### src/rtl/rf_seq_pkg.sv
// Shared definitions for the register-file execute/write-back sequencer:
// op codes, FSM state encoding and default sizes.
package rf_seq_pkg;

    localparam int DEFAULT_WIDTH      = 32;
    localparam int DEFAULT_ADDR_WIDTH = 5;

    localparam logic [2:0] OP_ADD = 3'b000;
    localparam logic [2:0] OP_SUB = 3'b001;
    localparam logic [2:0] OP_AND = 3'b010;
    localparam logic [2:0] OP_OR  = 3'b011;
    localparam logic [2:0] OP_XOR = 3'b100;
    localparam logic [2:0] OP_SLT = 3'b101;
    localparam logic [2:0] OP_SLL = 3'b110;
    localparam logic [2:0] OP_SRL = 3'b111;

    typedef enum logic [2:0] {
        S_IDLE  = 3'd0,
        S_READ  = 3'd1,
        S_EXEC  = 3'd2,
        S_WRITE = 3'd3,
        S_DONE  = 3'd4
    } state_t;

endpackage

### src/rtl/rf_seq_alu.sv
// Purely combinational ALU used by the sequencer; kept separate so later
// datapath blocks can reuse the same op decoding.
module rf_seq_alu
    import rf_seq_pkg::*;
#(
    parameter int width = DEFAULT_WIDTH
) (
    input  logic [width-1:0] a,
    input  logic [width-1:0] b,
    input  logic [2:0]       op,
    output logic [width-1:0] result
);

    localparam int SHIFT_BITS = $clog2(width);

    logic [SHIFT_BITS-1:0] shift_amount;
    logic                  less_than;

    assign shift_amount = b[SHIFT_BITS-1:0];
    assign less_than    = $signed(a) < $signed(b);

    always_comb begin
        result = '0;
        case (op)
            OP_ADD:  result = a + b;
            OP_SUB:  result = a - b;
            OP_AND:  result = a & b;
            OP_OR:   result = a | b;
            OP_XOR:  result = a ^ b;
            OP_SLT:  result = {{(width-1){1'b0}}, less_than};
            OP_SLL:  result = a << shift_amount;
            OP_SRL:  result = a >> shift_amount;
            default: result = '0;
        endcase
    end

endmodule

### src/rtl/rf_alu_sequencer.sv
// Read / execute / write-back sequencer sitting around a registered-read 32x32
// register file. Optional macro RF_SEQ_X0_HARDWIRE_EN makes r0 a hardwired zero.
module rf_alu_sequencer
    import rf_seq_pkg::*;
#(
    parameter int width      = DEFAULT_WIDTH,
    parameter int addr_width = DEFAULT_ADDR_WIDTH
) (
    input  logic                  clock,
    input  logic                  reset,
    input  logic                  cmdValid,
    output logic                  cmdReady,
    input  logic [2:0]            cmdOp,
    input  logic [addr_width-1:0] cmdRs1,
    input  logic [addr_width-1:0] cmdRs2,
    input  logic [addr_width-1:0] cmdRd,
    output logic [addr_width-1:0] readRegister1,
    output logic [addr_width-1:0] readRegister2,
    input  logic [width-1:0]      readData1,
    input  logic [width-1:0]      readData2,
    output logic [addr_width-1:0] writeRegister,
    output logic [width-1:0]      writeData,
    output logic                  regWrite,
    output logic                  doneValid,
    output logic [width-1:0]      doneResult,
    output logic                  doneZero
);

    state_t                state;
    logic [2:0]            op;
    logic [addr_width-1:0] rs1;
    logic [addr_width-1:0] rs2;
    logic [addr_width-1:0] rd;
    logic [width-1:0]      result;
    logic [width-1:0]      done_result;
    logic                  done_zero;
    logic [width-1:0]      operand_a;
    logic [width-1:0]      operand_b;
    logic [width-1:0]      alu_result;
    logic                  write_allowed;

`ifdef RF_SEQ_X0_HARDWIRE_EN
    assign operand_a     = (rs1 == '0) ? '0 : readData1;
    assign operand_b     = (rs2 == '0) ? '0 : readData2;
    assign write_allowed = (rd != '0);
`else
    assign operand_a     = readData1;
    assign operand_b     = readData2;
    assign write_allowed = 1'b1;
`endif

    rf_seq_alu #(.width(width)) alu (
        .a      (operand_a),
        .b      (operand_b),
        .op     (op),
        .result (alu_result)
    );

    // Register-file read data is only valid during EXEC, one edge after the
    // addresses were presented in READ.
    always_ff @(posedge clock) begin
        if (reset) begin
            state       <= S_IDLE;
            op          <= '0;
            rs1         <= '0;
            rs2         <= '0;
            rd          <= '0;
            result      <= '0;
            done_result <= '0;
            done_zero   <= 1'b0;
        end else begin
            case (state)
                S_IDLE: begin
                    if (cmdValid) begin
                        op    <= cmdOp;
                        rs1   <= cmdRs1;
                        rs2   <= cmdRs2;
                        rd    <= cmdRd;
                        state <= S_READ;
                    end
                end
                S_READ: state <= S_EXEC;
                S_EXEC: begin
                    result <= alu_result;
                    state  <= S_WRITE;
                end
                S_WRITE: begin
                    done_result <= result;
                    done_zero   <= (result == '0);
                    state       <= S_DONE;
                end
                S_DONE:  state <= S_IDLE;
                default: state <= S_IDLE;
            endcase
        end
    end

    // Port values decode straight from state so the write pulse lines up with
    // the register file's own sampling edge.
    assign cmdReady      = (state == S_IDLE);
    assign readRegister1 = rs1;
    assign readRegister2 = rs2;
    assign writeRegister = rd;
    assign writeData     = result;
    assign regWrite      = (state == S_WRITE) && write_allowed;
    assign doneValid     = (state == S_DONE);
    assign doneResult    = done_result;
    assign doneZero      = done_zero;

endmodule

### config.mk
export PLATFORM = sky130hd
export DESIGN_NAME = rf_alu_sequencer
export DESIGN_NICKNAME = d
export VERILOG_FILES = /design/src/rtl/rf_seq_pkg.sv /design/src/rtl/rf_seq_alu.sv /design/src/rtl/rf_alu_sequencer.sv
export SDC_FILE = /design/constraint.sdc
export NUM_CORES = 1
export LEC_CHECK = 0
export CAP_MARGIN = 20
export CORE_MARGIN = 2
export CORE_UTILIZATION = 50
export CTS_CLUSTER_DIAMETER = 40
export DETAILED_ROUTE_END_ITERATION = 12
export PLACE_DENSITY = 0.75
export REMOVE_ABC_BUFFERS = 1
export SLEW_MARGIN = 30
export SYNTH_ARGS = -nofsm -noshare
export SYNTH_HDL_FRONTEND = slang
export SYNTH_SLANG_ARGS = --single-unit
### constraint.sdc
create_clock -name clock -period 8 [get_ports clock]
set_input_delay 1.6 -clock clock [delete_from_list [all_inputs] [get_ports clock]]
set_output_delay 1.6 -clock clock [all_outputs]
set_load 0.05 [all_outputs]
==> run_results.csv <==
group,metric,value,unit
worst_setup_path,r2r_setup_slack,4160,ps
final_layout,drive_gt1_frac,0.06334,
worst_setup_path,crit_chain,"clkdlybuf4s50_1 > inv_1 > ha_1 > nor2b_1 > or2_2 > a21o_1 > a21oi_1 > o22ai_1 > a2111oi_0 > o311ai_0 > a211oi_1 > nor3_1",
worst_setup_path,cp_data_required_time,8190,ps
min_path,worstHoldPathCells,2,
final_layout,antenna_cells,0,
placed_design,numPortBuffers,167,
route,vias,13735,
cts,worstSkewPairLatency,350,ps
grt,grt_first_pass_wirelength,76980,um
die,num_io_pins,168,
final_layout,regArea,1722,um^2
worst_setup_path,critPathMaxStageDelay,820,ps
die,core_area,22430,um^2
cts,cts_tree,"done",
die,die_area,23870,um^2
die,fp-row-count,55,
pwr,power_density,147.3,nW/um^2
synthesis,yosys.cell_types.count,73,
cts,ctsHoldBuffers,0,
sta,finalSetupViolations,0,
worst_setup_path,rr_startpoint,"op[0]$_SDFFE_PP0P_",
synthesis,synth_cells,1635,
sta,holdWs,452.7,ps
route,drt-wirelength-per-cell,25.98,um
route,drt_wl_total,52110,um
sta,min_period,5244,ps
worst_setup_path,arrival,5430,ps
route,route.detailed.drc,0,
synthesis,syn_avg_cell_area,6.928,um^2
synthesis,synth_edf_count,0,
cts,cts_made_buffers,9,
sta,drv_slew,0,
grt,grt_pass1_vias,12391,
die,die-width,154.5,um
sta,worst_pin_slew,981.4,ps
sta,timing.final.crit_share,0.6555,
route,drtAntennaViolNets,0,
placed_design,hpwl,39440,um
route,via_per_inst,6.847,
synthesis,yosysWarningCount,0,
route,drt-initial-drc-count,1840,
worst_setup_path,startpoint_type,"primary input",
final_layout,syn2layout_area_growth,17.77,%
cts,cts-htree-levels,3,
sta,setup_ws,2756,ps
cts,cts.path.max_buffers,2,
die,start_util,0.5049,
worst_setup_path,r2r-end,"writeData[26]$_SDFFE_PP0P_",
worst_setup_path,crit_family,"compound AO/OA/AOI/OAI gates",
final_layout,multiInputGateArea,8723,um^2
cts,cts_resized,0,
synthesis,async_flop_share,0,
final_layout,nNetsFinal,1900,
cts,path_clk_slew,70,ps
final_layout,design_area,13340,um^2
pwr,leakagePower,5.249,nW
pwr,total_power,0.001965,W
cts,root_buffer,"clkbuf_16",
worst_setup_path,crit_slowest_cell,"a2111oi_0",
worst_setup_path,cp.buffers_inverters,2,
sta,final.setup.tns,0,ps
final_layout,fillers,2100,
cts,post-cts-setup-buffers,0,
grt,antenna_found_initial,0,
grt,grt_usage,0.4200,
sta,max_freq,190.7,MHz
sta,hold_viol_final,0,
synthesis,synth.yosys.seq_area_share,0.1520,
min_path,holdPathEnd,"doneResult[0]$_SDFFE_PP0P_",
die,die_height,154.5,um
pwr,vdd_drop_max,0.0001266,V
synthesis,ys_ff_latch,86,
placed_design,place_area,13030,um^2
worst_setup_path,crit_type,"primary input to register",
worst_setup_path,setup.worst_path.end_class,"register",
worst_setup_path,crit_fanout,15,
sta,rsz0062_at_grt,"no",
sta,fin_skew,21.93,ps
min_path,hp-start,"doneResult[0]$_SDFFE_PP0P_",
min_path,hp-class,"register to register",
run,cap_violations,0,
grt,grt_max_degree,88,
placed_design,place_congestion,1.099,
placed_design,dp_slack,2580,ps
grt,grt.overflow.total,0,
worst_setup_path,r2r_cells,8,
cts,clock_sinks,86,
sta,max-slew-margin-rel,0.3457,
route,dr.pass1.iters,6,
synthesis,synthFlopType,"dfxtp_1",
status,status,"finished, final reports clean",
synthesis,syn_area,11330,um^2
synthesized netlist by cell type, types with 12 or more instances:
| library cell | count | area, um^2 |
|---|---|---|
| nand2_1 | 202 | 758.2 |
| a21oi_1 | 199 | 996.0 |
| nor2_1 | 184 | 690.7 |
| o21ai_0 | 107 | 535.5 |
| inv_1 | 102 | 382.9 |
| ha_1 | 97 | 1214 |
| dfxtp_1 | 86 | 1722 |
| clkbuf_1 | 83 | 311.6 |
| mux2i_1 | 57 | 570.6 |
| nor3_1 | 42 | 210.2 |
| nor4_1 | 25 | 156.4 |
| mux4_2 | 24 | 540.5 |
| a211oi_1 | 23 | 172.7 |
| o22ai_1 | 23 | 143.9 |
| buf_2 | 21 | 105.1 |
| nand3_1 | 21 | 105.1 |
| o211ai_1 | 21 | 157.7 |
| a221oi_1 | 18 | 157.7 |
| nand2b_1 | 17 | 106.4 |
| xnor2_1 | 17 | 148.9 |
| buf_1 | 14 | 52.55 |
| mux2_2 | 13 | 146.4 |
| o21bai_1 | 13 | 97.59 |
| a21o_1 | 12 | 90.09 |
| o21a_1 | 12 | 90.09 |
kinds of logic (layout without fill, tap and decap cells):
kind of cell / Yosys count / after routing / share of synthesized area
AOI/OAI and AO/OA: 557 / 557 / 0.3169
xor gates and xnor gates: 21 / 21 / 0.01624
adders and majority gates: 99 / 99 / 0.1107
buffers and inverters: 227 / 313 / 0.07854
DFF: 86 / 86 / 0.1520
muxes: 94 / 94 / 0.1110
and+or+nand+nor: 551 / 551 / 0.2146
layout by cell type (no fill, tap or decap), drive strengths merged, types with 25 or more instances in the layout:
| cell type | instances |
|---|---|
| dfxtp | 86 |
| ha | 97 |
| clkdlybuf4s50 | 162 |
| nand2 | 202 |
| nor2 | 184 |
| buf | 29 |
| inv | 105 |
| a21oi | 203 |
| mux2i | 57 |
| nor3 | 44 |
| o21ai | 109 |
| nor4 | 25 |
worst reg2reg max path, delay by kind of cell, from the launching register on:
| family | cells | cell delay, ps |
|---|---|---|
| AO/OA/AOI/OAI | 4 | 1630 |
| buffers and inverters | 1 | 360 |
| AND/OR/NAND/NOR | 3 | 1050 |
| flip-flops | 1 | 640 |
sequential cells by signal (all words and copies together) (netlist names):
signal,count
doneResult,32
doneZero,1
op,3
readRegister1,5
readRegister2,5
state,3
writeData,32
writeRegister,5
metal layers:
metal | global-route usage | wire, um | share of wire
met1 | 0.5977 | 21450 | 0.41
met2 | 0.6271 | 21660 | 0.42
met3 | 0.08041 | 6483 | 0.12
met4 | 0.1618 | 2518 | 0.048
met5 | 0 | 0 | 0
worst max-delay path by stage:
stage / startpoint / to / slack, ps / cells after the start
after floorplan: readData2[2] / writeData[30]$_SDFFE_PP0P_ / 3140 / 11
after global placement: readData1[23] / writeData[26]$_SDFFE_PP0P_ / 2680 / 12
after detailed placement: readData1[0] / writeData[30]$_SDFFE_PP0P_ / 2580 / 13
after CTS: readData1[0] / writeData[30]$_SDFFE_PP0P_ / 2960 / 13
after global routing: readData1[23] / writeData[26]$_SDFFE_PP0P_ / 2590 / 12
final: readData1[23] / writeData[26]$_SDFFE_PP0P_ / 2760 / 12
through the flow:
step | util | cells
after floorplan | - | 1514
after global placement | 0.5808 | 1990
after detailed placement | 0.5808 | 1990
after CTS | 0.5946 | 2006
after global routing | 0.5946 | 2006
final | 0.5946 | 2006
report_power, final:
part | switching, W | total [W] | internal (W)
clock network | 0.000204 | 0.000460 | 0.000256
logic | 0.000673 | 0.00101 | 0.000340
registers | 0.0000353 | 0.000492 | 0.000457
area by class of cell:
type,instances,area share
clock inverter,6,0.005440
sequential,86,0.1291
timing repair buffer,191,0.1371
tap,285,0.02673
inverter,106,0.02983
multi-input combinational,1322,0.6539
clock buffer,10,0.01791
Power figures use the tool's default switching activity.
